[src/rtl/mem_arb_pkg.sv]
// Shared definitions for the unified instruction/data memory arbiter:
// RV32I size codes, FSM encoding, starvation default and access legality.
package mem_arb_pkg;

  localparam int STARVE_LIMIT_DEF = 4;

  localparam logic [2:0] F3_LB  = 3'b000;
  localparam logic [2:0] F3_LH  = 3'b001;
  localparam logic [2:0] F3_LW  = 3'b010;
  localparam logic [2:0] F3_LBU = 3'b100;
  localparam logic [2:0] F3_LHU = 3'b101;

  typedef enum logic [1:0] {
    ST_IDLE   = 2'b00,
    ST_ISSUE  = 2'b01,
    ST_WAIT_R = 2'b10
  } arb_state_e;

  typedef enum logic {
    OWN_I = 1'b0,
    OWN_D = 1'b1
  } owner_e;

  // Misaligned, reserved, or store-with-unsigned-size accesses are rejected.
  function automatic logic access_illegal(input logic [2:0] funct3,
                                          input logic       we,
                                          input logic [1:0] addr_lo);
    logic ill;
    case (funct3)
      F3_LB:   ill = 1'b0;
      F3_LH:   ill = addr_lo[0];
      F3_LW:   ill = (addr_lo != 2'b00);
      F3_LBU:  ill = we;
      F3_LHU:  ill = we | addr_lo[0];
      default: ill = 1'b1;
    endcase
    return ill;
  endfunction

endpackage

[src/rtl/mem_lane_align.sv]
// Byte-lane steering: store strobe/replication and load extract/extend.
module mem_lane_align
  import mem_arb_pkg::*;
(
  input  logic [2:0]  st_funct3,
  input  logic [1:0]  st_addr_lo,
  input  logic [31:0] st_wdata,
  output logic [3:0]  st_wstrb,
  output logic [31:0] st_wdata_rep,
  input  logic [2:0]  ld_funct3,
  input  logic [1:0]  ld_addr_lo,
  input  logic [31:0] ld_rdata,
  output logic [31:0] ld_data
);

  logic [7:0]  ld_byte_s;
  logic [15:0] ld_half_s;

  // Store path: strobe selects lanes, data replicated so any lane carries it.
  always_comb begin
    st_wstrb     = 4'b0000;
    st_wdata_rep = st_wdata;
    case (st_funct3)
      F3_LB: begin
        st_wstrb     = 4'b0001 << st_addr_lo;
        st_wdata_rep = {4{st_wdata[7:0]}};
      end
      F3_LH: begin
        st_wstrb     = st_addr_lo[1] ? 4'b1100 : 4'b0011;
        st_wdata_rep = {2{st_wdata[15:0]}};
      end
      F3_LW:   st_wstrb = 4'b1111;
      default: st_wstrb = 4'b0000;
    endcase
  end

  // Load path: pick the addressed lane, then sign- or zero-extend.
  always_comb begin
    case (ld_addr_lo)
      2'b00:   ld_byte_s = ld_rdata[7:0];
      2'b01:   ld_byte_s = ld_rdata[15:8];
      2'b10:   ld_byte_s = ld_rdata[23:16];
      2'b11:   ld_byte_s = ld_rdata[31:24];
      default: ld_byte_s = 8'h00;
    endcase
    ld_half_s = ld_addr_lo[1] ? ld_rdata[31:16] : ld_rdata[15:0];
    case (ld_funct3)
      F3_LB:   ld_data = {{24{ld_byte_s[7]}}, ld_byte_s};
      F3_LH:   ld_data = {{16{ld_half_s[15]}}, ld_half_s};
      F3_LW:   ld_data = ld_rdata;
      F3_LBU:  ld_data = {24'h000000, ld_byte_s};
      F3_LHU:  ld_data = {16'h0000, ld_half_s};
      default: ld_data = 32'h00000000;
    endcase
  end

endmodule

[src/rtl/unified_mem_arbiter.sv]
// Arbitrates instruction-fetch and data ports onto one single-outstanding
// memory interface, with D priority bounded by an I-side starvation counter.
module unified_mem_arbiter
  import mem_arb_pkg::*;
#(
  parameter int STARVE_LIMIT = STARVE_LIMIT_DEF,
  parameter int ADDR_W       = 32
) (
  input  logic              clk,
  input  logic              reset,
  input  logic              i_req,
  input  logic [ADDR_W-1:0] i_addr,
  output logic              i_gnt,
  output logic              i_rvalid,
  output logic [31:0]       i_rdata,
  input  logic              d_req,
  input  logic              d_we,
  input  logic [2:0]        d_funct3,
  input  logic [ADDR_W-1:0] d_addr,
  input  logic [31:0]       d_wdata,
  output logic              d_gnt,
  output logic              d_rvalid,
  output logic [31:0]       d_rdata,
  output logic              d_err,
  output logic              mem_req,
  output logic              mem_we,
  output logic [ADDR_W-1:0] mem_addr,
  output logic [31:0]       mem_wdata,
  output logic [3:0]        mem_wstrb,
  input  logic              mem_ready,
  input  logic              mem_rvalid,
  input  logic [31:0]       mem_rdata
);

  localparam logic [2:0]        LIMIT_C   = 3'(STARVE_LIMIT);
  localparam logic [ADDR_W-1:0] WORD_MASK = {{(ADDR_W-2){1'b1}}, 2'b00};

  arb_state_e  state_r, state_nxt_s;
  owner_e      owner_r;
  logic [2:0]  starve_cnt_r;
  logic [2:0]  ld_funct3_r;
  logic [1:0]  ld_addr_lo_r;
  logic        d_ok_s, d_illegal_s;
  logic        grant_i_s, grant_d_s, reject_s, deliver_s;
  logic [3:0]  st_wstrb_s;
  logic [31:0] st_wdata_s, ld_data_s;

  mem_lane_align u_align (
    .st_funct3    (d_funct3),
    .st_addr_lo   (d_addr[1:0]),
    .st_wdata     (d_wdata),
    .st_wstrb     (st_wstrb_s),
    .st_wdata_rep (st_wdata_s),
    .ld_funct3    (ld_funct3_r),
    .ld_addr_lo   (ld_addr_lo_r),
    .ld_rdata     (mem_rdata),
    .ld_data      (ld_data_s)
  );

  // FSM state register.
  always_ff @(posedge clk or posedge reset) begin
    if (reset) begin
      state_r <= ST_IDLE;
    end else begin
      state_r <= state_nxt_s;
    end
  end

  // Next-state and arbitration decision; a rejected D request is masked for
  // one cycle so the still-held request is not rejected twice.
  always_comb begin
    state_nxt_s = state_r;
    grant_i_s   = 1'b0;
    grant_d_s   = 1'b0;
    reject_s    = 1'b0;
    deliver_s   = 1'b0;
    d_ok_s      = d_req & ~d_err;
    d_illegal_s = access_illegal(d_funct3, d_we, d_addr[1:0]);
    case (state_r)
      ST_IDLE: begin
        if (i_req && (!d_ok_s || (starve_cnt_r == LIMIT_C))) begin
          grant_i_s   = 1'b1;
          state_nxt_s = ST_ISSUE;
        end else if (d_ok_s && d_illegal_s) begin
          reject_s    = 1'b1;
          state_nxt_s = ST_IDLE;
        end else if (d_ok_s) begin
          grant_d_s   = 1'b1;
          state_nxt_s = ST_ISSUE;
        end else begin
          state_nxt_s = ST_IDLE;
        end
      end
      ST_ISSUE: begin
        if (mem_ready) begin
          state_nxt_s = mem_we ? ST_IDLE : ST_WAIT_R;
        end else begin
          state_nxt_s = ST_ISSUE;
        end
      end
      ST_WAIT_R: begin
        if (mem_rvalid) begin
          deliver_s   = 1'b1;
          state_nxt_s = ST_IDLE;
        end else begin
          state_nxt_s = ST_WAIT_R;
        end
      end
      default: state_nxt_s = ST_IDLE;
    endcase
  end

  // Registered outputs, latched request fields and starvation counter.
  always_ff @(posedge clk or posedge reset) begin
    if (reset) begin
      i_gnt        <= 1'b0;
      i_rvalid     <= 1'b0;
      i_rdata      <= 32'h00000000;
      d_gnt        <= 1'b0;
      d_rvalid     <= 1'b0;
      d_rdata      <= 32'h00000000;
      d_err        <= 1'b0;
      mem_req      <= 1'b0;
      mem_we       <= 1'b0;
      mem_addr     <= {ADDR_W{1'b0}};
      mem_wdata    <= 32'h00000000;
      mem_wstrb    <= 4'b0000;
      owner_r      <= OWN_I;
      starve_cnt_r <= 3'd0;
      ld_funct3_r  <= 3'b000;
      ld_addr_lo_r <= 2'b00;
    end else begin
      i_gnt    <= grant_i_s;
      d_gnt    <= grant_d_s;
      d_err    <= reject_s;
      i_rvalid <= deliver_s && (owner_r == OWN_I);
      d_rvalid <= deliver_s && (owner_r == OWN_D);
      if (grant_i_s) begin
        owner_r      <= OWN_I;
        mem_req      <= 1'b1;
        mem_we       <= 1'b0;
        mem_addr     <= i_addr & WORD_MASK;
        mem_wdata    <= 32'h00000000;
        mem_wstrb    <= 4'b0000;
        starve_cnt_r <= 3'd0;
      end else if (grant_d_s) begin
        owner_r      <= OWN_D;
        mem_req      <= 1'b1;
        mem_we       <= d_we;
        mem_addr     <= d_addr & WORD_MASK;
        mem_wdata    <= d_we ? st_wdata_s : 32'h00000000;
        mem_wstrb    <= d_we ? st_wstrb_s : 4'b0000;
        ld_funct3_r  <= d_funct3;
        ld_addr_lo_r <= d_addr[1:0];
        if (i_req && (starve_cnt_r != LIMIT_C)) begin
          starve_cnt_r <= starve_cnt_r + 3'd1;
        end
      end else if ((state_r == ST_ISSUE) && mem_ready) begin
        mem_req   <= 1'b0;
        mem_we    <= 1'b0;
        mem_addr  <= {ADDR_W{1'b0}};
        mem_wdata <= 32'h00000000;
        mem_wstrb <= 4'b0000;
      end
      if (deliver_s && (owner_r == OWN_I)) begin
        i_rdata <= mem_rdata;
      end
      if (deliver_s && (owner_r == OWN_D)) begin
        d_rdata <= ld_data_s;
      end
    end
  end

endmodule

[config.mk]
export PLATFORM = sky130hd
export DESIGN_NAME = unified_mem_arbiter
export DESIGN_NICKNAME = d
export VERILOG_FILES = /design/src/rtl/mem_arb_pkg.sv /design/src/rtl/mem_lane_align.sv /design/src/rtl/unified_mem_arbiter.sv
export SDC_FILE = /design/constraint.sdc
export NUM_CORES = 1
export LEC_CHECK = 0
export CORE_UTILIZATION = 48
export CTS_CLUSTER_DIAMETER = 50
export DETAILED_ROUTE_END_ITERATION = 8
export GPL_ROUTABILITY_DRIVEN = 0
export PLACE_DENSITY = 0.84
export REMOVE_ABC_BUFFERS = 1
export SLEW_MARGIN = 20
export SYNTH_ARGS = -nofsm -noshare
export SYNTH_HDL_FRONTEND = slang
export SYNTH_SLANG_ARGS = --single-unit
[constraint.sdc]
create_clock -name clk -period 7.6 [get_ports clk]
set_input_delay 1.14 -clock clk [delete_from_list [all_inputs] [get_ports clk]]
set_output_delay 1.14 -clock clk [all_outputs]
set_load 0.1 [all_outputs]
# Word-level counts from Yosys, hierarchy flattened
# Cells that the tools add are included.
[op_classes]
add_sub_neg = 1
n_eq_ne = 15
n_shift = 1
mux = 45
bitwise_logic = 5
reduce_logical = 18
[ops]
columns = ["operator", "n"]
rows = [
  ["2-to-1 mux 32 bit", 6],
  ["one-hot mux 32 bit (5 select lines)", 1],
  ["one-hot mux 32 bit (2 select lines)", 1],
  ["one-hot mux 8 bit (4 select lines)", 1],
  ["2-to-1 mux 1 bit", 21],
  ["2-to-1 mux 4 bit", 5],
  ["2-to-1 mux 16 bit", 1],
  ["equality test 3 bit, second input constant", 5],
  ["one-hot mux 4 bit (3 select lines)", 1],
  ["2-to-1 mux 3 bit", 3],
  ["equality test 2 bit, second input constant", 3],
  ["equality test 3 x 1 -> 1 bit, second input constant", 2],
  ["equality test 3 x 2 -> 1 bit, second input constant", 2],
  ["logical AND 1 bit", 6],
  ["logical NOT 3 bit", 2],
  ["2-to-1 mux 2 bit", 3],
  ["one-hot mux 2 bit (3 select lines)", 1],
  ["nonzero test 2 bit", 3],
  ["one-hot mux 1 bit (5 select lines)", 1],
  ["equality test 2 x 1 -> 1 bit, second input constant", 2],
  ["logical NOT 2 bit", 2],
  ["AND reduction 2 bit", 2],
  ["<< shifter 1 x 2 -> 4 bit, first input constant", 1],
  ["adder 3 x 1 -> 3 bit, second input constant", 1],
  ["7 further kinds", 9],
]
[totals]
reg_bits = 150

# Longest topological paths before layout
# Gate-level depths: netlist of run 1.
[depth]
depth_word = 9
ltp_mapped = 9
ltp_nobuf = 7

# Hierarchy
# From an unflattened synthesis of run 1, not the netlist that was laid out.
[hier_totals]
hier_cells = 596
area_unflattened_um2 = 7493.4
[by_module_without_submodules]
columns = ["module", "instances", "cells_each", "area_per_inst_um2"]
rows = [
  ["unified_mem_arbiter", 1, 385, 5939.4],
  ["mem_lane_align", 1, 211, 1554.0],
]

# Least setup slack after synthesis of run 1
# OpenSTA, ideal clock, no wires.
[synth_path]
kind = "input-to-reg"
startpoint = "in d_addr[0]"
endpoint = "reg mem_addr[14]"
setup_time_ns = 0.127
arrival_time_ns = 2.461
setup_slack_ns = 5.012
cell_stages = 6
cell_sequence = "or4_4 a21boi_4 nor3_2 buf_2 a221oi_2 a21oi_2"
[synth_between]
elab_chain_cells = 8
word_cells_on_any_way = 10
[synth_rtl]
columns = ["element", "line_no", "text"]
rows = [
  ["start, declared", "unified_mem_arbiter.sv:19", "input logic [ADDR_W-1:0] d_addr,"],
  ["OR 1 bit / nonzero test 2 bit (equally long branches)", "mem_arb_pkg.sv:34, mem_arb_pkg.sv:32", ""],
  ["one-hot mux 1 bit (5 select lines) (*)", "mem_arb_pkg.sv:29", "case (funct3)"],
  ["logical AND 1 bit (*)", "unified_mem_arbiter.sv:84", "end else if (d_ok_s && d_illegal_s) begin"],
  ["2-to-1 mux 1 bit (*)", "unified_mem_arbiter.sv:84", ""],
  ["2-to-1 mux 1 bit (*)", "unified_mem_arbiter.sv:81", "if (i_req && (!d_ok_s || (starve_cnt_r == LIMIT_C))) begin"],
  ["2-to-1 mux 1 bit (*)", "unified_mem_arbiter.sv:79", "case (state_r)"],
  ["2-to-1 mux 32 bit", "unified_mem_arbiter.sv:146", "end else if (grant_d_s) begin"],
  ["2-to-1 mux 32 bit", "unified_mem_arbiter.sv:138", "if (grant_i_s) begin"],
  ["end signal, assigned", "unified_mem_arbiter.sv:142", "mem_addr <= i_addr & WORD_MASK;"],
  ["end signal, assigned", "unified_mem_arbiter.sv:150", "mem_addr <= d_addr & WORD_MASK;"],
  ["end signal, assigned", "unified_mem_arbiter.sv:161", "mem_addr <= {ADDR_W{1'b0}};"],
  ["end, declared", "unified_mem_arbiter.sv:27", "output logic [ADDR_W-1:0] mem_addr,"],
]
# Mark *: on every way between the ends. The rest lies on a longest branch, timed or not.
# A chain may end at the register's enable or synchronous reset.

# Worst setup path after layout of run 1
[layout_path]
startpoint = "in d_funct3[0]"
endpoint = "reg mem_addr[23]"
[layout_between]
elab_chain_cells = 8
word_cells_on_any_way = 13
[layout_rtl]
columns = ["element", "line_no", "text"]
rows = [
  ["start, declared", "unified_mem_arbiter.sv:18", "input logic [2:0] d_funct3,"],
  ["equality test 3 bit (tied with other cells)", "mem_arb_pkg.sv:29", ""],
  ["one-hot mux 1 bit (5 select lines) (*)", "mem_arb_pkg.sv:29", ""],
  ["logical AND 1 bit (*)", "unified_mem_arbiter.sv:84", ""],
  ["2-to-1 mux 1 bit (*)", "unified_mem_arbiter.sv:84", ""],
  ["2-to-1 mux 1 bit (*)", "unified_mem_arbiter.sv:81", ""],
  ["2-to-1 mux 1 bit (*)", "unified_mem_arbiter.sv:79", ""],
  ["2-to-1 mux 32 bit", "unified_mem_arbiter.sv:146", ""],
  ["2-to-1 mux 32 bit", "unified_mem_arbiter.sv:138", ""],
]
# Marked as above.

==> run_results.csv, run 1 <==
group,metric,value,unit
job,cap_violations,0,
place,dp_hpwl,14320,um
floorplan,fp-row-count,44,
grt,grt_max_degree,86,
clock_network,cts_tree,"yes",
floorplan,die_y,123.8,um
clock_network,clkSinkCount,148,
setup_path,r2r_cells,5,
synthesis,ys.flop_type,"dfrtp_1",
layout,fin_nets,1029,
grt,grt_pass1_wl,31620,um
clock_network,clkSlewWorstSetupHoldPaths,0.06,ns
synthesis,async_flop_share,1.000,
timing,slew_headroom,0.2718,
routing,drt_pass1_iterations,5,
timing,finalSetupTns,0,ns
layout,final_cell_mix,"272 x clkdlybuf4s50_1, 148 x dfrtp_1, 86 x nand2_1",
synthesis,yosysUniqueCellTypes,46,
timing,setup_viol,0,
synthesis,yosysTopAreaCell,"dfrtp_1",
setup_path,cp_num_cells,7,
synthesis,synth.avg_cell_area,11.17,sq um
synthesis,seq_area_frac_synth,0.5203,
clock_network,cts_resized,0,
timing,hold_violations,0,
layout,final_common_cell,"clkdlybuf4s50_1",
synthesis,synth-seq-cells,148,
floorplan,ios,277,
timing,rsz0062_at_grt,"false",
layout,drive_above_1_share,0.1741,
routing,drc,0,
synthesis,synth-edff-count,0,
setup_path,crit_path_end_kind,"register",
run_status,outcome,"finished, final reports clean",
routing,wirelength,20440,um
clock_network,numCtsBuffers,17,
routing,wire_per_inst,18.82,um
floorplan,dieArea,0.01532,sq mm
setup_path,crit_path_top_delay_cell,"clkdlybuf4s50_1",
min_path,min_from,"d_rdata[20]",
clock_network,cts_setup_buffers,0,
timing,drv_slew,0,
routing,drt-vias-per-instance,5.660,
synthesis,synth_cells,637,
timing,finalCritPeriodShare,0.4702,
setup_path,r2r_slack,4.74,ns
setup_path,path_delay_family,"buffers and inverters",
routing,drtAntennaViolNets,0,
clock_network,cts_root_buf,"clkbuf_16",
setup_path,rr_endpoint,"d_rdata[16]",
grt,antenna_found_initial,0,
synthesis,synth_area,0.007118,sq mm
synthesis,synth_top_area_frac,0.5203,
clock_network,cts_max_path_buffers,2,
setup_path,path_class,"input pin to register",
layout,n_antenna_cell,0,
timing,max_slew.worst_pin.slew,1.088,ns
floorplan,coreArea,0.01448,sq mm
setup_path,path_cells,"clkdlybuf4s50_1, or4_4, a21boi_4, nor3_4, buf_4, a221oi_2, a21oi_2",
clock_network,cts_htree_levels,4,
timing,fmax,279.8,MHz
setup_path,crit_arrival,3.84,ns
setup_path,r2r-start,"ld_addr_lo_r[1]",
synthesis,yosys_warnings,0,
floorplan,initial_core_util,0.4916,
clock_network,clkLatencyLatePin,0.42,ns
setup_path,worstPathRequired,7.87,ns
timing,clock_skew,0.007803,ns
setup_path,slowest_delay,0.82,ns
grt,grt_util_all_layers,0.2722,
routing,vias,6147,
min_path,min_path_cells,1,
place,portBuffers,272,
min_path,hold_path_class,"register to register",
setup_path,cp.buffers_inverters,2,
floorplan,die_w,123.8,um
grt,globalRouteOverflowTotal,0,
clock_network,postCtsHoldBufs,0,
setup_path,start_kind,"input pin",
min_path,hold_path_end,"d_rdata[20]",
grt,grt_pass1_vias,6204,
layout,synthToLayoutAreaGrowth,47.64,%
setup_path,crit_fanout,61,
synthesis,synthTopCellsByArea,"dfrtp_1 52%, mux2_2 7.4%, a221oi_2 6.3%, nand2_1 4.5%, mux2i_1 4.5%",
routing,drt-initial-drc-count,473,
timing,final.min_clock_period,3.574,ns
per-stage QoR:
| stage | std cells | setup slack, ns | hold WS [ns] | util | area (sq um) |
|---|---|---|---|---|---|
| 5_1_grt | 1086 | 3.916 | 0.4874 | 0.7258 | 10510 |
| 2_1_floorplan | 591 | 0.8026 | 0.4736 | - | 6867 |
| 3_5_place_dp | 1054 | 3.648 | 0.4682 | 0.6848 | 9915 |
| 6_report | 1086 | 4.026 | 0.4802 | 0.7258 | 10510 |
| 3_3_place_gp | 1054 | 3.696 | 0.4596 | 0.6848 | 9915 |
| 4_1_cts | 1086 | 4.100 | 0.4828 | 0.7252 | 10500 |
flip-flops by register name, summed over array words and instances (netlist names), 3 cells and up:
name	count
i_rdata	32
mem_addr	30
ld_funct3_r	3
d_rdata	32
starve_cnt_r	3
mem_wdata	32
mem_wstrb	4
layout make-up:
class                           instances  area (sq um)
Inverter                               39         151.4
Multi-Input combinational cell        404          3059
Clock inverter                         12         128.9
Timing Repair Buffer                  279          2779
Sequential cell                       148          3704
Fill cell                            1008          3970
Clock buffer                           20         456.7
Tap cell                              184         230.2
Yosys cell counts, types with 2 or more instances:
cell,count
a211oi_1,2
a21o_1,17
a21oi_1,19
a21oi_2,31
a221oi_1,7
a221oi_2,30
a22o_1,10
a31oi_1,2
buf_2,14
buf_4,4
buf_6,5
clkbuf_1,20
clkbuf_4,2
dfrtp_1,148
ha_1,2
inv_1,39
mux2_2,47
mux2i_1,32
nand2_1,86
nand2b_1,4
nand3_1,3
nor2_1,21
nor2b_1,2
nor3_2,2
o21ai_0,50
o21ai_1,4
o221ai_1,8
o22ai_1,8
cells by family after synthesis:
kind of cell,synth area share
flip-flops,0.5203
other,0.0005268
AO/OA/AOI/OAI,0.2208
multiplexers,0.1194
adder cells (fa/ha/maj),0.003515
XOR/XNOR,0.001231
buffers and inverters,0.05642
AND/OR/NAND/NOR,0.07787
layer usage:
metal,vias up,wire [um],share of wire,GRT usage
met5,-,0,0,0
met3,35,2014,0.099,0.09982
met2,292,10150,0.50,0.4538
met1,3041,7917,0.39,0.3226
met4,0,356,0.017,0.09413
li1,2779,-,-,-
how the worst max path moves through the flow:
stage                           endpoint         from
after floorplan             mem_wdata[0]        d_req
after global placement    ld_funct3_r[0]  d_funct3[0]
after detailed placement    mem_addr[23]  d_funct3[0]
after CTS                   mem_addr[22]  d_funct3[0]
after global routing       mem_wdata[30]  d_funct3[0]
final                       mem_addr[23]  d_funct3[0]
worst register-to-register path: stages, from the launching register on:
cell	delay (ns)
dfrtp_1	1.03
mux2_2	0.44
o221ai_1	0.67
buf_4	0.31
a21oi_1	0.09
a21o_1	0.20
Power of run 1 is not shown: default switching activity piles up to over one toggle a cycle in this logic, so the estimate is an artifact.
==> run 2, diff against run 1 <==
- CORE_UTILIZATION: 48 -> 40
- PLACE_DENSITY: 0.84 -> 0.74
- clock period: 7.6 -> 3 ns (I/O delays scaled with it)
==> run_results.csv, run 2 (same netlist as run 1, synthesis figures left out) <==
group,metric,value,unit
setup_path,worstPathRequired,3.29,ns
layout,fillers,1477,
setup_path,r2r_cells,8,
clock_network,cts_htree_levels,4,
layout,fin_nets,1050,
setup_path,r2r_slack,0.61,ns
grt,grt_pass1_wl,31500,um
timing,drv_slew,0,
timing,final.min_clock_period,2.550,ns
floorplan,coreArea,0.01736,sq mm
clock_network,cts_max_path_buffers,2,
clock_network,cts_setup_buffers,0,
routing,drt_pass1_iterations,5,
timing,slew_headroom,0.3957,
grt,globalRouteOverflowTotal,0,
layout,n_antenna_cell,0,
routing,drtAntennaViolNets,0,
floorplan,die_w,135.4,um
timing,max_slew.worst_pin.slew,0.9042,ns
timing,setup_viol,0,
layout,drive_above_1_share,0.3402,
routing,drt-initial-drc-count,348,
run_status,outcome,"finished, final reports clean",
floorplan,dieArea,0.01833,sq mm
routing,wire_per_inst,17.73,um
grt,antenna_found_initial,0,
job,cap_violations,0,
grt,grt_util_all_layers,0.2248,
place,dp_hpwl,14590,um
routing,vias,5970,
clock_network,clkSinkCount,148,
routing,drc,0,
clock_network,cts_resized,0,
clock_network,numCtsBuffers,17,
timing,hold_violations,0,
setup_path,crit_fanout,80,
routing,drt-vias-per-instance,5.200,
clock_network,cts_tree,"yes",
setup_path,path_class,"input pin to register",
layout,synthToLayoutAreaGrowth,45.74,%
layout,final_cell_mix,"162 x buf_4, 148 x dfrtp_1, 135 x clkdlybuf4s50_1",
setup_path,crit_arrival,2.85,ns
clock_network,clkSlewWorstSetupHoldPaths,0.06,ns
timing,finalCritPeriodShare,0.8501,
layout,fin_util,0.5977,
place,pre_cts_ws,0.06315,ns
timing,fmax,392.1,MHz
layout,final_common_cell,"buf_4",
place,dp.cells,1116,
setup_path,start_kind,"input pin",
timing,finalSetupTns,0,ns
clock_network,cts_root_buf,"clkbuf_16",
setup_path,r2r-start,"starve_cnt_r[0]",
clock_network,postCtsHoldBufs,0,
min_path,hold_path_class,"input pin to async pin",
floorplan,fp-row-count,48,
layout,layout.cells.non_filler,1148,
floorplan,die_y,135.4,um
timing,clock_skew,0.008549,ns
timing,layout_setup_ws,0.4498,ns
routing,wirelength,20350,um
floorplan,initial_core_util,0.4101,
floorplan,ios,277,
layout,reg_top3,"d_rdata x32, i_rdata x32, mem_wdata x32",
setup_path,rr_endpoint,"mem_addr[10]",
clock_network,clkLatencyLatePin,0.42,ns
setup_path,crit_path_end_kind,"register",
place,portBuffers,272,
timing,rsz0062_at_grt,"false",
grt,grt_max_degree,81,
grt,grt_pass1_vias,5936,
run 2: cell type report:
type	instances	area, sq um	area share
tap	225	281.5	0.02714
timing repair buffer	300	2628	0.2533
inverter	39	151.4	0.01459
clock inverter	12	108.9	0.01049
multi-input combinational	404	3054	0.2944
clock buffer	20	446.7	0.04306
sequential	148	3704	0.3570
run 2: metrics by stage:
| stage | area [sq um] | hold WS (ns) |
|---|---|---|
| finish | 10370 | 0.4454 |
| global route | 10370 | 0.4811 |
| detailed placement | 9818 | 0.4669 |
| global placement | 9818 | 0.4600 |
| floorplan | 6867 | 0.4736 |
| CTS | 10370 | 0.4608 |
run 2: worst max-delay path by stage:
| stage | slack [ns] | cells past startpoint | start | end |
|---|---|---|---|---|
| after global routing | 0.32 | 7 | d_addr[0] | mem_addr[16] |
| after global placement | 0.08 | 7 | d_addr[0] | mem_addr[10] |
| after detailed placement | 0.06 | 7 | d_addr[0] | mem_addr[16] |
| after CTS | 0.49 | 7 | d_addr[0] | mem_addr[10] |
| after floorplan | -3.59 | 4 | d_err | mem_wdata[0] |
| final | 0.45 | 7 | d_addr[0] | mem_addr[10] |
run 2: per-layer routing:
metal  global-route usage  wire length [um]
met2               0.3624              9583
met4              0.08801               470
met1               0.2796              8539
met5                    0                 0
met3              0.07146              1760
run 2: critical path: stages:
cell and delay [ns]:
clkdlybuf4s50_1 0.56, a221o_1 0.27, a21boi_4 0.08, nor3_4 0.64
buf_12 0.46, buf_4 0.23, a21oi_2 0.05
Power of run 2 is left out for the same reason.
